--- src/rtl/mgmt_sram_arbiter.sv ---
// Arbiter sharing one single-port DFFRAM-style SRAM between the CPU and NRO
// read-only client channels, with CPU priority, round-robin and starvation override.
module mgmt_sram_arbiter #(
   parameter int AW         = 8,
   parameter int DW         = 32,
   parameter int NRO        = 2,
   parameter int STARVE_LIM = 4
) (
   input  logic              core_clk,
   input  logic              core_rst,
   input  logic              cpu_en,
   input  logic [DW/8-1:0]   cpu_we,
   input  logic [AW-1:0]     cpu_a,
   input  logic [DW-1:0]     cpu_di,
   output logic [DW-1:0]     cpu_do,
   output logic              cpu_stall,
   input  logic [NRO-1:0]    ro_req,
   input  logic [NRO*AW-1:0] ro_addr,
   output logic [NRO-1:0]    ro_ack,
   output logic [NRO*DW-1:0] ro_data,
   output logic              ram_en,
   output logic [DW/8-1:0]   ram_we,
   output logic [AW-1:0]     ram_a,
   output logic [DW-1:0]     ram_di,
   input  logic [DW-1:0]     ram_do
);

   // state  | meaning
   // S_IDLE | no request in progress; pending when ro_req high and re-armed
   // S_WAIT | request pending, not yet granted; wait counter running
   // S_RD1  | granted last cycle; ram_do valid now, captured at end of cycle
   // S_RD2  | holding register updated, ro_ack high for this cycle
   typedef enum logic [1:0] {S_IDLE, S_WAIT, S_RD1, S_RD2} ch_state_t;

   localparam int WB = DW / 8;
   localparam int PW = (NRO > 1) ? $clog2(NRO) : 1;
   localparam int CW = $clog2(STARVE_LIM + 1);

   ch_state_t       state_q [NRO];
   logic [CW-1:0]   wait_q  [NRO];
   logic [DW-1:0]   hold_q  [NRO];
   logic [NRO-1:0]  armed_q;
   logic [NRO-1:0]  ack_q;
   logic [PW-1:0]   rr_q;
   logic            cpu_rd_q;
   logic [DW-1:0]   cpu_do_q;

   logic [NRO-1:0]  pending;
   logic [NRO-1:0]  starved;
   logic [NRO-1:0]  ro_gnt;
   logic            ro_gnt_any;
   logic [PW-1:0]   ro_gnt_idx;
   logic            cpu_gnt;

   function automatic logic [PW-1:0] first_from(input logic [NRO-1:0] vec,
                                                input logic [PW-1:0]  ptr);
      logic [PW-1:0] sel;
      logic          found;
      int            idx;
      sel   = ptr;
      found = 1'b0;
      for (int k = 0; k < NRO; k++) begin
         idx = (int'(ptr) + k) % NRO;
         if (!found && vec[idx]) begin
            found = 1'b1;
            sel   = PW'(idx);
         end
      end
      return sel;
   endfunction

   always_comb begin
      pending = '0;
      starved = '0;
      for (int i = 0; i < NRO; i++) begin
         pending[i] = ro_req[i] &&
                      ((state_q[i] == S_IDLE && armed_q[i]) || state_q[i] == S_WAIT);
         starved[i] = pending[i] && (wait_q[i] == CW'(STARVE_LIM));
      end
   end

   // Slot decision; reset forces the SRAM idle regardless of requests.
   always_comb begin
      ro_gnt_any = 1'b0;
      ro_gnt_idx = '0;
      cpu_gnt    = 1'b0;
      cpu_stall  = 1'b0;
      if (!core_rst) begin
         if (|starved) begin
            ro_gnt_any = 1'b1;
            ro_gnt_idx = first_from(starved, rr_q);
            cpu_stall  = cpu_en;
         end else if (cpu_en) begin
            cpu_gnt = 1'b1;
         end else if (|pending) begin
            ro_gnt_any = 1'b1;
            ro_gnt_idx = first_from(pending, rr_q);
         end
      end
   end

   always_comb begin
      ro_gnt = '0;
      for (int i = 0; i < NRO; i++)
         ro_gnt[i] = ro_gnt_any && (ro_gnt_idx == PW'(i));
   end

   always_comb begin
      ram_en = cpu_gnt | ro_gnt_any;
      ram_we = '0;
      ram_a  = '0;
      ram_di = '0;
      if (cpu_gnt) begin
         ram_we = cpu_we;
         ram_a  = cpu_a;
         ram_di = cpu_di;
      end else if (ro_gnt_any) begin
         ram_a  = ro_addr[ro_gnt_idx*AW +: AW];
      end
   end

   always_ff @(posedge core_clk or posedge core_rst) begin
      if (core_rst) begin
         for (int i = 0; i < NRO; i++) begin
            state_q[i] <= S_IDLE;
            wait_q[i]  <= '0;
            hold_q[i]  <= '0;
         end
         armed_q  <= '1;
         ack_q    <= '0;
         rr_q     <= '0;
         cpu_rd_q <= 1'b0;
         cpu_do_q <= '0;
      end else begin
         for (int i = 0; i < NRO; i++) begin
            ack_q[i] <= 1'b0;
            case (state_q[i])
               S_IDLE: begin
                  if (!ro_req[i])
                     armed_q[i] <= 1'b1;
                  if (pending[i]) begin
                     if (ro_gnt[i]) begin
                        state_q[i] <= S_RD1;
                        wait_q[i]  <= '0;
                     end else begin
                        state_q[i] <= S_WAIT;
                        if (wait_q[i] != CW'(STARVE_LIM))
                           wait_q[i] <= wait_q[i] + 1'b1;
                     end
                  end
               end
               S_WAIT: begin
                  if (!ro_req[i]) begin
                     state_q[i] <= S_IDLE;
                     wait_q[i]  <= '0;
                  end else if (ro_gnt[i]) begin
                     state_q[i] <= S_RD1;
                     wait_q[i]  <= '0;
                  end else if (wait_q[i] != CW'(STARVE_LIM)) begin
                     wait_q[i] <= wait_q[i] + 1'b1;
                  end
               end
               S_RD1: begin
                  hold_q[i]  <= ram_do;
                  ack_q[i]   <= 1'b1;
                  state_q[i] <= S_RD2;
               end
               default: begin
                  // A request still high across the ack must drop before it counts again.
                  armed_q[i] <= ~ro_req[i];
                  state_q[i] <= S_IDLE;
               end
            endcase
         end

         if (ro_gnt_any) begin
            if (ro_gnt_idx == PW'(NRO - 1))
               rr_q <= '0;
            else
               rr_q <= ro_gnt_idx + 1'b1;
         end

         cpu_rd_q <= cpu_gnt && (cpu_we == '0);
         if (cpu_rd_q)
            cpu_do_q <= ram_do;
      end
   end

   // Read data is passed straight through in the return cycle, then held.
   assign cpu_do = cpu_rd_q ? ram_do : cpu_do_q;
   assign ro_ack = ack_q;

   for (genvar g = 0; g < NRO; g++) begin : g_ro_data
      assign ro_data[g*DW +: DW] = hold_q[g];
   end

endmodule

--- config.mk ---
export PLATFORM = sky130hd
export DESIGN_NAME = mgmt_sram_arbiter
export DESIGN_NICKNAME = d
export VERILOG_FILES = /design/src/rtl/mgmt_sram_arbiter.sv
export SDC_FILE = /design/constraint.sdc
export NUM_CORES = 1
export LEC_CHECK = 0
export CAP_MARGIN = 20
export CELL_PAD_IN_SITES_DETAIL_PLACEMENT = 0
export CELL_PAD_IN_SITES_GLOBAL_PLACEMENT = 1
export CORE_MARGIN = 4
export CORE_UTILIZATION = 34
export DETAILED_ROUTE_END_ITERATION = 7
export GPL_TIMING_DRIVEN = 0
export HOLD_SLACK_MARGIN = 0.06
export PLACE_DENSITY = 0.95
export SLEW_MARGIN = 15
export SYNTH_ARGS = -nofsm -noshare
export SYNTH_HDL_FRONTEND = slang
export SYNTH_SLANG_ARGS = --single-unit
--- constraint.sdc ---
create_clock -name core_clk -period 10 [get_ports core_clk]
set_input_delay 1 -clock core_clk [delete_from_list [all_inputs] [get_ports core_clk]]
set_output_delay 1 -clock core_clk [all_outputs]
set_load 0.03 [all_outputs]
* Word level (Yosys, flattened, before mapping)
Cells that the tools add are included.
Word-level totals: register bits after elaboration 112, output and inout bits 144
Cells by class: add/subtract/negate cells 4, $lt $le $gt $ge 2, eq/ne operators 14, shifts and indexed selects 1, mux-type cells 65, bitwise logic cells 7, reductions and logical operators 30
Operator list (count):
- $mux 32 | 2
- $mux 1 | 38
- $mux 3 | 8
- $mux 2 | 8
- $mux 8 | 2
- $shiftx 16x5->8 | 1
- $ne 3x3->1 const B | 4
- $pmux 2 s3 | 2
- $pmux 3 s2 | 2
- $reduce_and 2->1 | 6
- $logic_and 1x1->1 | 11
- $ne 2x2->1 const B | 4
- $reduce_or 2->1 | 4
- $add 3x1->3 const B | 2
- $eq 3x3->1 const B | 2
- $not 1->1 | 5
- $eq 2x1->1 const B | 2
- $eq 2x2->1 const B | 2
- $logic_not 2->1 | 2
- $logic_not 4->1 | 1
- $mux 4 | 1
- $pmux 1 s2 | 2
- $reduce_bool 2->1 | 2
- $lt 2x3->1 const B | 1
- 6 further kinds | 9

* Longest topological paths before layout
Gate-level depths: netlist of run 1.
depth after elaboration 23, mapped depth 8, mapped depth without buffers 7

* Least setup slack after synthesis of run 1
No wires, ideal clock.
path type in2out, start input port core_rst, end output port ram_a[4], data arrival time 4807 ps, data required time 9000 ps, path slack 4193 ps, cell stages on the path 6, buffers on the path 1, cells stage by stage inv_1 nand2_1 nor3_4 clkbuf_1 a22o_1 a21o_1
Between the ends: word-level cells in the longest chain between the ends 4
RTL lines:
- start: declaration | line 10 | input logic core_rst,
- $mux 1 | line 88 | if (!core_rst) begin
- $shiftx 16x5->8 | line 118 | ram_a = ro_addr[ro_gnt_idx*AW +: AW];
- $mux 8 | line 117 | end else if (ro_gnt_any) begin
- $mux 8 * | line 113 | if (cpu_gnt) begin
- end: declaration | line 23 | output logic [AW-1:0] ram_a,
Every way passes the cells marked *; elsewhere a longest branch is shown, timed or not.

* Worst setup path after layout of run 1
start input port core_rst, end output port ram_a[6]
Same word-level chain as after synthesis.

==> results of run 1 <==
worst reg2reg max path, stage by stage (launching register included):
cell and delay, ns:
dfrtp_1 0.44, inv_1 0.13, ha_1 0.33, a21oi_2 0.15, nor3_2 0.41, o31ai_4 0.19
o22ai_1 0.30, mux2_1 0.37
sequential cells by signal, summed over array words and instances, names as in the netlist:
name / flops
ro_data: 64
cpu_do_q: 32
wait_q: 6
state_q: 4
armed_q: 2
ro_ack: 2
cpu_rd_q: 1
rr_q: 1
power by group:
part,internal [mW],leakage [nW],switching (mW)
registers,0.651,1.36,0.101
logic,0.629,1.91,0.755
clock network,0.197,0.153,0.172
total,1.48,3.42,1.03
final cells by class:
class	count	area share, %
multi-input cells	243	26.6
repair buffers	241	30.1
clock inverters	7	1.02
clock buffers	9	2.79
inverters	17	0.853
flip-flops and latches	112	34.8
well taps	184	2.85
plain buffers	18	0.946
per-layer routing:
layer | vias to the layer above | GRT usage, % | share of wire [%]
met2 | 198 | 33.3 | 51
met1 | 1973 | 19.8 | 37
li1 | 1885 | - | -
met4 | 0 | 5.20 | 1.6
met5 | - | 0 | 0
met3 | 19 | 6.22 | 11
synth_stat cells (all sizes together), types with 2 or more instances:
cell,instances
nand2,8
dfstp,2
clkbuf,13
a22o,8
a21o,9
nand2b,3
dfrtp,110
o22ai,2
o21ai,9
mux2,99
nor2b,2
o211a,2
and2,39
buf,5
ha,12
o211ai,5
o41ai,2
nor2,9
a21oi,12
a22oi,3
nor3,5
inv,17
worst max-delay path by stage:
stage / endpoint / depth (start not counted) / slack [ns] / startpoint
global route: ram_a[6] / 8 / 5.06 / core_rst
detailed placement: ram_a[1] / 7 / 5.22 / core_rst
CTS: ram_a[1] / 7 / 5.21 / core_rst
global placement: ram_a[6] / 8 / 2.03 / core_rst
finish: ram_a[6] / 8 / 5.33 / core_rst
floorplan: ram_a[4] / 6 / 4.19 / core_rst
cell families (layout without fill, tap and decap cells):
group                    Yosys count  in the layout  share of synthesized area (%)
AO/OA/AOI/OAI                     60             60                           8.77
adder cells (fa/ha/maj)           13             13                           3.17
buffers and inverters             35            292                           2.75
flip-flops                       112            112                           55.1
multiplexers                     100            100                           22.1
AND/OR/NAND/NOR                   70             70                           8.16
metrics by stage:
stage | util [%] | cell area, um^2 | power (mW) | hold WS (ns)
after floorplan | - | 5090 | 1.59 | 0.479
after global placement | 53.0 | 7730 | 2.11 | 0.480
after detailed placement | 53.2 | 7760 | 2.16 | 0.484
after CTS | 55.3 | 8070 | 2.54 | 0.504
after global routing | 55.3 | 8070 | 2.65 | 0.514
final | 55.3 | 8070 | 2.51 | 0.499
==> metrics, run 1 <==
CTS max path bufs 2; row cnt 44; synth top area cells dfrtp_1 54%, mux2_2 22%, and2_1 4.7%, ha_1 2.9%, a22o_1 1.4%; critical path class primary input to output pin; Worst VDD drop 0.000127 V; Post-Syn Nets 499; reg2reg path depth 7; register area share after synthesis 55.1%; largest stage delay on the critical path 0.69 ns; critical path launch point type primary input; Max FO, Critical Path 38; CTS root buf clkbuf_16; register area 2810 um^2; DR vias 4,075; pre-CTS WS 5.22 ns; Max-slew headroom 49.6%; cell area power density 311 nW/um^2; number of non-filler instances in the completed layout 831; CP endpoint kind output pin; Post-Route Skew 0.00783 ns; detailed-route wire length per cell 18.3 um; count of cell types in the netlist 46; # DRC 0; Critical Path Most Common Cell clkdlybuf4s50_1; Total GRT Usage 18.1%; Yosys top cell by area dfrtp_1; Fin. Hold Viols 0; RSZ-0062 raised after global routing false; PortBufs 240; Synth Instances 390; grt total ovfl 0; layout cells sized above 1 20.1%; worst min path class flip-flop to flip-flop; post-CTS sizing 0; Num CTS Buffers 9; Post-synth top flop dfrtp_1; CP Buf/Inv Count 4; Yosys reg bits 112; Yosys warnings 0; max-slew violation count 0; Leak 3.42 nW; Starting Density 34.9%; final setup vio count 0; Setup TNS Final 0 ns; f_max 214 MHz; Reg clk slew, reported paths 0.07 ns; Reg-to-Reg End state_q[3]; CP required 9.00 ns; H-tree levels 3; first-pass GRT wire length 23,800 um; commonest non-fill, non-tap cells in the layout 240 x clkdlybuf4s50_1, 110 x dfrtp_1, 98 x mux2_2; Mapped Avg Cell Area 13.1 um^2; Least-Margin Pin Slew 0.756 ns; Chip Width 130 um; vias in the first global route 4,471; # hold bufs at CTS 0; worst path cell trace clkdlybuf4s50_1, inv_6, nand2_1, nor3_4, clkbuf_1, a22o_1, a21o_1, clkdlybuf4s50_1; Synth async-reset ratio 100%; Setup Buffers After CTS 0; crit path DAT 3.67 ns; Post-synth EDFFs 0; clock sink count 112; First-pass DRT Iterations 4; most common cell after layout, fill and taps aside clkdlybuf4s50_1; final WL 15,200 um; hold depth 1; die height 130 um; Layout Nets 751; hold endpoint cpu_do_q[28]; Placer Congestion 0.803; Clk Latency, worst-skew pair 0.35 ns; PnR worst setup slack 5.33 ns; area of the multi-input gates 2150 um^2; RR Startpoint state_q[0]; area of the die 17,000 um^2; via/cell ratio 4.90; Layout fillers 1,198; synthesized cell area 5090 um^2; crit-path leading delay family buffers and inverters; antenna viol nets, final 0; Worst R2R Setup Slack 7.58 ns; Tmin final 4.67 ns; starting DRC count in detailed routing 161; TritonCTS clock tree done; fin crit share 46.7%; share of the synthesized area in the top cell type 54.0%; placed cells 815; core area 14,600 um^2; critical path's slowest cell clkdlybuf4s50_1; Area Growth Syn to Fin 58.4%; number of max-cap violations 0; I/O pin count 241; Worst Hold Launch cpu_do_q[28]; outcome finished clean; Antenna Cells 0; largest net degree at the start of global routing 78; DPL Wire Length 12,100 um; initial antenna violation count 0
Note: power is estimated with default switching activity, not from simulation.
==> inputs of run 2 (changes only) <==
CORE_UTILIZATION = 31   (was 34)
PLACE_DENSITY = 0.91   (was 0.95)
clock period = 4.6 ns   (was 10 ns; I/O delays follow)
==> run 2 against run 1 <==
  * Die area grew 9.1%
  * Power grew 120%
  * Via count shrank 1.3%
  * Non-clock buffer count grew 2
  * Routed wire length shrank 2.4%
  * Clock power grew 120%
  * Register-to-register slack lost 5.4 ns
  * Combinational power grew 120%
  * Highest routed layer unchanged
==> metrics, run 2 (synthesis results as in run 1) <==
Setup TNS Final 0 ns; Worst VDD drop 0.000278 V; Chip Width 136 um; Largest register FFs 64; die height 136 um; vias in the first global route 4,490; I/O pin count 241; Setup Buffers After CTS 0; final WL 14,900 um; layout cells sized above 1 20.0%; Max FO, Critical Path 27; final setup vio count 0; Antenna Cells 0; Area Growth Syn to Fin 59.9%; Placer Congestion 0.810; # hold bufs at CTS 0; crit path DAT 3.49 ns; detailed-route wire length per cell 17.2 um; outcome finished clean; Max-slew headroom 52.6%; row cnt 46; Layout fillers 1,399; Leak 3.43 nW; number of max-cap violations 0; largest net degree at the start of global routing 39; Least-Margin Pin Slew 0.711 ns; CP Launch Point core_rst; grt total ovfl 0; f_max 253 MHz; area of the die 18,500 um^2; register area 2810 um^2; RSZ-0062 raised after global routing false; fin crit share 85.8%; core area 16,000 um^2; placed cells 849; Starting Density 31.8%; First-pass DRT Iterations 4; starting DRC count in detailed routing 168; Hold WS 0.496 ns; max-slew violation count 0; H-tree levels 3; CTS max path bufs 2; Fin. Hold Viols 0; cell area power density 667 nW/um^2; worst min path class flip-flop to flip-flop; TritonCTS clock tree done; Layout Nets 753; Clk Latency, worst-skew pair 0.34 ns; commonest non-fill, non-tap cells in the layout 240 x clkdlybuf4s50_1, 110 x dfrtp_1, 98 x mux2_2; clock sink count 112; Post-Route Skew 0.00700 ns; Reg clk slew, reported paths 0.07 ns; PortBufs 240; most common cell after layout, fill and taps aside clkdlybuf4s50_1; antenna viol nets, final 0; CP endpoint kind output pin; Power Total 5.44 mW; first-pass GRT wire length 23,500 um; PnR worst setup slack 0.652 ns; DR vias 4,021; RR Startpoint state_q[0]; via/cell ratio 4.65; post-CTS sizing 0; Total GRT Usage 16.2%; # DRC 0; Tmin final 3.95 ns; critical path launch point type primary input; pre-CTS WS 0.512 ns; DPL Wire Length 11,900 um; initial antenna violation count 0; area of the multi-input gates 2150 um^2; CTS root buf clkbuf_16; CP required 4.14 ns; critical path class primary input to output pin; Worst Hold Launch cpu_do_q[10]; number of non-filler instances in the completed layout 865; Num CTS Buffers 9
## run 2: changes by cell type in the layout (fill, tap and decap cells not counted), sizes merged
cell and delta:
inv -1, clkbuf +4, clkinv -4, buf +2
clkinvlp +1
## run 2: cell type report
cell class / count / share of cell area [%]
inverter: 17 / 0.829
clock buffer: 13 / 3.20
multi-input combinational: 243 / 26.4
clock inverter: 3 / 0.584
timing repair buffer: 243 / 30.3
sequential: 112 / 34.4
buffer: 18 / 0.937
tap: 216 / 3.32
## run 2: critical path: stages
cell and delay, ns:
clkdlybuf4s50_1 0.48, clkinvlp_4 0.46, buf_12 0.27, nand2_1 0.13, nor3_4 0.33, clkbuf_1 0.36
a22o_1 0.19, a21o_1 0.09, clkdlybuf4s50_1 0.71
## run 2: layer usage
layer	GRT usage, %	wire length [um]	vias to the layer above
li1	-	-	1883
met1	18.4	5800	1945
met2	28.6	7590	173
met3	4.89	1190	20
met4	6.27	300	0
met5	0	0	-
## run 2: worst paths after layout
check / endpoint / slack, ns / cells after the start
worst max-delay path: ram_a[4] / 0.65 / 9
worst min-delay path: cpu_do_q[10] / 0.50 / 1
worst max register to register: state_q[3] / 2.18 / 7
worst min register to register: cpu_do_q[10] / 0.50 / 1
max in group asynchronous: cpu_do_q[18] / 3.24 / 4
min in group asynchronous: state_q[0] / 0.61 / 2
## run 2: power breakdown
part | leakage [nW] | internal, mW | switching [mW] | total [mW]
sequential | 1.36 | 1.42 | 0.216 | 1.63
clock | 0.150 | 0.456 | 0.343 | 0.799
combinational | 1.92 | 1.37 | 1.64 | 3.01
## run 2: metrics by stage
step,instance area (um^2),utilization [%]
3_5_place_dp,7840,49.0
2_1_floorplan,5100,-
6_report,8150,50.9
4_1_cts,8150,50.9
3_3_place_gp,7770,48.6
5_1_grt,8150,50.9
==> inputs of run 3 (changes only) <==
clock period = 4.26 ns   (was 4.6 ns; I/O delays follow)
==> results of run 3 <==
Same layout as run 2 (identical final DEF). Status: finished clean.
Among the figures that moved: setup slack after placement 0.512 ns -> 0.240 ns; setup slack after layout 0.652 ns -> 0.380 ns; register-to-register setup slack 2.18 ns -> 1.84 ns; total power 5.44 mW -> 5.87 mW; worst IR drop on VDD 0.000278 V -> 0.000300 V
